File: config.mk
export PLATFORM = sky130hd
export DESIGN_NAME = td4_core
export DESIGN_NICKNAME = d
export VERILOG_FILES = /design/src/rtl/td4_core.sv
export SDC_FILE = /design/constraint.sdc
export NUM_CORES = 1
export LEC_CHECK = 0
export ABC_AREA = 1
export CORE_UTILIZATION = 49
export DETAILED_ROUTE_END_ITERATION = 16
export PLACE_DENSITY_LB_ADDON = 0.05
export SYNTH_ARGS = -nofsm -noshare
export SYNTH_HDL_FRONTEND = slang
export SYNTH_SLANG_ARGS = --single-unit
File: constraint.sdc
create_clock -name clk -period 1.62 [get_ports clk]
set_input_delay 0.324 -clock clk [delete_from_list [all_inputs] [get_ports clk]]
set_output_delay 0.324 -clock clk [all_outputs]
set_load 0.05 [all_outputs]
File: src/rtl/td4_core.sv
// TD4 4-bit CPU fetch/execute core: PC, A, B, carry and output latch, one instruction per enabled edge.
// Optional macro TD4_HALT_EN: a self-targeting JMP or taken JNC latches halted and freezes the core until rst.
module td4_core #(
  parameter logic [3:0] PC_RESET  = 4'h0,
  parameter logic [3:0] OUT_RESET = 4'h0
) (
  input  logic       clk,
  input  logic       rst,
  input  logic       en,
  output logic [3:0] rom_addr,
  input  logic [7:0] rom_data,
  input  logic [3:0] in_port,
  output logic [3:0] out_port,
  output logic [3:0] reg_a,
  output logic [3:0] reg_b,
  output logic       carry,
  output logic       halted
);

  localparam logic [3:0] OP_ADD_A = 4'b0000;
  localparam logic [3:0] OP_MOV_AB = 4'b0001;
  localparam logic [3:0] OP_IN_A  = 4'b0010;
  localparam logic [3:0] OP_MOV_A = 4'b0011;
  localparam logic [3:0] OP_MOV_BA = 4'b0100;
  localparam logic [3:0] OP_ADD_B = 4'b0101;
  localparam logic [3:0] OP_IN_B  = 4'b0110;
  localparam logic [3:0] OP_MOV_B = 4'b0111;
  localparam logic [3:0] OP_OUT_B = 4'b1001;
  localparam logic [3:0] OP_OUT_I = 4'b1011;
  localparam logic [3:0] OP_JNC   = 4'b1110;
  localparam logic [3:0] OP_JMP   = 4'b1111;

  logic [3:0] pc_q, pc_d;
  logic [3:0] a_q, a_d;
  logic [3:0] b_q, b_d;
  logic [3:0] out_q, out_d;
  logic       carry_q, carry_d;
  logic       exec;

  logic [3:0] op;
  logic [3:0] im;
  assign op = rom_data[7:4];
  assign im = rom_data[3:0];

  function automatic logic [4:0] add5(input logic [3:0] x, input logic [3:0] y);
    return {1'b0, x} + {1'b0, y};
  endfunction

`ifdef TD4_HALT_EN
  logic halted_q, halted_d;
  logic self_jump;
  assign self_jump = ((op == OP_JMP) || ((op == OP_JNC) && !carry_q)) && (im == pc_q);
  assign exec      = en && !halted_q;
  assign halted_d  = halted_q || (exec && self_jump);
  assign halted    = halted_q;

  always_ff @(posedge clk or posedge rst) begin
    if (rst) halted_q <= 1'b0;
    else     halted_q <= halted_d;
  end
`else
  assign exec   = en;
  assign halted = 1'b0;
`endif

  always_comb begin
    pc_d    = pc_q;
    a_d     = a_q;
    b_d     = b_q;
    out_d   = out_q;
    carry_d = carry_q;
    if (exec) begin
      pc_d    = pc_q + 4'd1;
      carry_d = 1'b0;
      case (op)
        OP_ADD_A:  {carry_d, a_d} = add5(a_q, im);
        OP_ADD_B:  {carry_d, b_d} = add5(b_q, im);
        OP_MOV_A:  a_d = im;
        OP_MOV_B:  b_d = im;
        OP_MOV_AB: a_d = b_q;
        OP_MOV_BA: b_d = a_q;
        OP_IN_A:   a_d = in_port;
        OP_IN_B:   b_d = in_port;
        OP_OUT_B:  out_d = b_q;
        OP_OUT_I:  out_d = im;
        OP_JMP:    pc_d = im;
        // JNC tests the carry left by the previous instruction
        OP_JNC:    if (!carry_q) pc_d = im;
        default:   ;
      endcase
    end
  end

  always_ff @(posedge clk or posedge rst) begin
    if (rst) begin
      pc_q    <= PC_RESET;
      a_q     <= 4'h0;
      b_q     <= 4'h0;
      out_q   <= OUT_RESET;
      carry_q <= 1'b0;
    end else begin
      pc_q    <= pc_d;
      a_q     <= a_d;
      b_q     <= b_d;
      out_q   <= out_d;
      carry_q <= carry_d;
    end
  end

  assign rom_addr = pc_q;
  assign reg_a    = a_q;
  assign reg_b    = b_q;
  assign out_port = out_q;
  assign carry    = carry_q;

endmodule

======== Word-level counts from Yosys, hierarchy flattened ========
Cells that the tools add are included.
cells by class
  multiplexer cells ....................... 6
  eq/ne operators ......................... 11
  reductions and logical operators ........ 7
  add/subtract/negate cells ............... 3
operators with widths
  kind                 count
  $pmux 4 s4           2
  $eq 4x3->1 const B   4
  $eq 4x4->1 const B   4
  $pmux 4 s2           2
  $add 4x4->5          2
  $eq 4x2->1 const B   2
  $reduce_bool 4->1    2
  $reduce_and 2->1     3
  $add 4x1->4 const B  1
  $eq 4x1->1 const B   1
  $logic_not 4->1      1
  $mux 4               1
  $pmux 1 s2           1
  $reduce_bool 2->1    1
word-level totals
  bits of input ports ..................... 15
  output and inout port bits .............. 18
  flip-flop bits (word level) ............. 17
  word-level logic and storage cells ...... 32

======== Depth between registers and ports, before layout ========
  word-level depth ........................ 3
  depth in mapped cells ................... 7
  mapped depth without buffers ............ 7

======== Worst setup path after synthesis ========
OpenSTA, ideal clock, no wires.
  path type ............................... flip-flop to flip-flop
  start ................................... reg a_q[0], in the netlist reg_a[0]
  end ..................................... reg a_q[2], in the netlist reg_a[2]
  setup slack ............................. -134 ps
  required time ........................... 1,501 ps
  clock period less this slack ............ 1,754 ps
  cell stages (with the launch flop) ...... 8
  setup time .............................. 119 ps
  buffers on the path ..................... 0
  arrival time ............................ 1,635 ps
  cell sequence ........................... dfrtp_1 -> ha_1 -> fa_1 -> xor2_1 -> nand2_1 -> nand2_1 -> nor2_1 -> nor2_1
between the ends
  longest elaborated chain between the ends .. 2
RTL lines
  what                    RTL line  source
  start, declared         34        logic [3:0] a_q, a_d;
  start signal, assigned  97        a_q <= 4'h0;
  start signal, assigned  103       a_q <= a_d;
  $add 4x4->5             46        return {1'b0, x} + {1'b0, y};
  $pmux 4 s4              75        case (op)
No other way between the ends.
A chain may end at the register's enable or synchronous reset.

======== Final worst setup path ========
  start ................................... in rom_data[2]
  end ..................................... reg a_q[3], in the netlist reg_a[3]
between the ends
  longest elaborated chain between the ends .. 2
RTL lines
  what             RTL line  source
  start, declared  11        input logic [7:0] rom_data,
  $add 4x4->5      46
  $pmux 4 s4       75
No other way between the ends.

==> flow_summary.toml <==
[clock_tree]
clock_sinks = 17
hold_buffers = 0
clockBufferDepth = 2
clkTransAtPathRegs_ns = 0.10
cts_htree_levels = 1
root_buffer = "clkbuf_4"
clkLatencyLatePin_ns = 0.30
cts-buffers-inserted = 3
cts_tree = "built"

[die]
io_pins = 33
die_w_um = 54.81
core_area_um2 = 2545
dieArea_um2 = 3004
dieHeight_um = 54.81
fp-row-count = 18
start_util = 0.5369

[pwr]
switching_share = 0.4578
irDropWorstVdd_mv = 1.130
power_leakage_nw = 1.012
p_int_mw = 1.285
total_power_mw = 2.370
pwr-share-comb = 0.616
seqPwrFrac = 0.284
p_per_area_nw_per_um2 = 1177
p_clk_frac = 0.101
net-switching-power_mw = 1.085

[yosys]
synth_fp_nets = 233
synth.top_cell.area_share = 0.3114
yosys.area.top_type = "dfrtp_1"
muxShareOfSynthArea = 0
synth_xor_area_frac = 0.02564
synth-seq-cells = 17
syn_area_per_cell_um2 = 6.601
synth_top_family_by_area = "simple AND/OR/NAND/NOR gates"
synth_adder_area_share = 0.1117
synth.distinct_cells = 24
synth-seq-area-share = 0.3114
syn_area_um2 = 1366
synthSimpleGateAreaFrac = 0.3910
synth_warnings = 0
synth_compound_area_frac = 0.08974
syn_inst = 207
synthTopCellsByArea = "dfrtp_1, nand2_1, nor2_1"

[global_route]
grt-ovfl-total = 0
grt_pass1_vias = 1469
grtUsageMet2 = 0.5382
grt_util_met3 = 0.04444
track_usage = 0.3011
use_met1 = 0.3668
antenna_found_initial = 0
grt_max_degree = 18
grt_pass1_wl_um = 6334
globalRoute.busiestLayer = "met2"

[setup_path]
cp.arrival_ns = 1.70
critPathKind = "in -> reg"
worstPathMaxFanout = 5
crit_required_ns = 1.82
startpoint_type = "input port"
worstSetupEndpointType = "flip-flop"

[cells_and_area]
n_antenna_cell = 0
drive_above_1_share = 0.1954
mostFrequentLayoutCells = "nand2_1, nor2_1, buf_4, nand3_1, inv_1"
final_nets = 288
area_growth_pct = 47.44
mostFrequentLayoutCell = "nand2_1"
final_core_util = 0.7915

[sta]
rsz0062_at_grt = "no"
setup_ws_ns = 0.1193
skew_ns = 0.002902
min_period_ns = 1.501
fmax_mhz = 666.4
final-hold-violation-count = 0
setup_viol = 0
final_max_slew_viol_count = 0
fin_crit_sh = 0.9263

[placement]
post-place-ws_ns = -0.4713
dp_hpwl_um = 3173
gp_congestion = 1.019
port_buffers = 31

[routing]
dr.pass1.iters = 4
wl_per_cell_um = 13.51
via_count = 1566
drt_iter0_markers = 77
drc = 0
via_per_inst = 5.381
wl_um = 3932
final_antenna_net_count = 0

[status]
outcome = "complete, no violations"

[run]
cap_violations = 0

[hold_path]
hp-class = "in -> async"
==> path summary, 6_finish.rpt <==
| check | startpoint | depth (start not counted) | slack [ns] | end |
|---|---|---|---|---|
| max | rom_data[2] | 8 | 0.12 | reg_a[3] |
| min | rst | 3 | 0.35 | rom_addr[1] |
| max reg2reg | reg_a[0] | 7 | 0.13 | reg_a[2] |
| min reg2reg | out_port[1] | 2 | 0.56 | out_port[1] |
| max in group asynchronous | rst | 3 | 1.06 | reg_b[0] |
| min in group clk | out_port[1] | 2 | 0.56 | out_port[1] |
==> logic make-up (layout without fill, tap and decap cells) <==
group | Yosys count | after routing
simple gates | 129 | 129
xor+xnor | 4 | 4
buf+inv | 23 | 77
other cells | 1 | 1
fa+ha+maj | 11 | 11
compound gates | 22 | 22
flops | 17 | 17
==> cell usage after synthesis <==
cell type  number
o211ai_1        1
inv_1          20
o21ai_0         5
xnor2_1         2
nor3_1          1
ha_1            9
a31oi_1         4
nor3_4          1
nand2_1        70
o21ai_1         2
a21oi_2         1
fa_1            2
inv_4           1
nor2_1         34
or2_2           1
dfrtp_1        17
a21oi_1         8
xor2_1          2
nor2_4          1
inv_2           1
nand3_1        21
o22ai_1         1
conb_1          1
buf_4           1
==> worst max-delay path: stages <==
cell             delay, ns
clkdlybuf4s50_1       0.51
ha_1                  0.42
nand3_1               0.14
nand3_1               0.08
nand2_1               0.06
nand3_1               0.06
nand3_1               0.07
nand2_1               0.05
==> power by group through the flow <==
stage          sequential [mW]  combinational (mW)  clock [mW]
2_1_floorplan             1.03               0.418           0
3_3_place_gp             0.673                1.42           0
3_5_place_dp             0.680                1.45           0
4_1_cts                  0.673                1.46       0.236
5_1_grt                  0.691                1.56       0.266
6_report                 0.672                1.46       0.239
==> routing by layer <==
layer  wire [um]  vias to the layer above
met3         297                        7
met4          37                        0
met5           0                        -
li1            -                      772
met1        1683                      717
met2        1914                       70
==> state kept, by name, indices dropped and copies added, names as in the netlist <==
signal and flops:
out_port 4, carry 1, reg_a 4, reg_b 4, rom_addr 4
==> cell type report <==
cell class,count,area (um^2)
inverter,22,85.08
clock buffer,4,26.28
multi-input combinational,167,855.8
timing repair buffer,51,581.8
fill,171,530.5
tap,30,37.54
sequential,17,427.9
==> per-stage QoR <==
| stage | std cells | cell area (um^2) | hold slack [ns] | TNS (ns) |
|---|---|---|---|---|
| global placement | 287 | 1979 | 0.5341 | -2.298 |
| CTS | 291 | 2004 | 0.3603 | 0 |
| global route | 291 | 2014 | 0.3811 | 0 |
| finish | 291 | 2014 | 0.3467 | 0 |
| detailed placement | 287 | 1979 | 0.5472 | -2.890 |
| floorplan | 207 | 1369 | 0.2499 | -0.02508 |
==> timing repair <==
action,in CTS,in global routing
cloned,0,0
buffers inserted,0,0
endpoints found under the hold margin,0,0
gates resized for setup,1,4
endpoints found under the setup margin,4,3
pin swaps,0,1
Power figures use the tool's default switching activity.
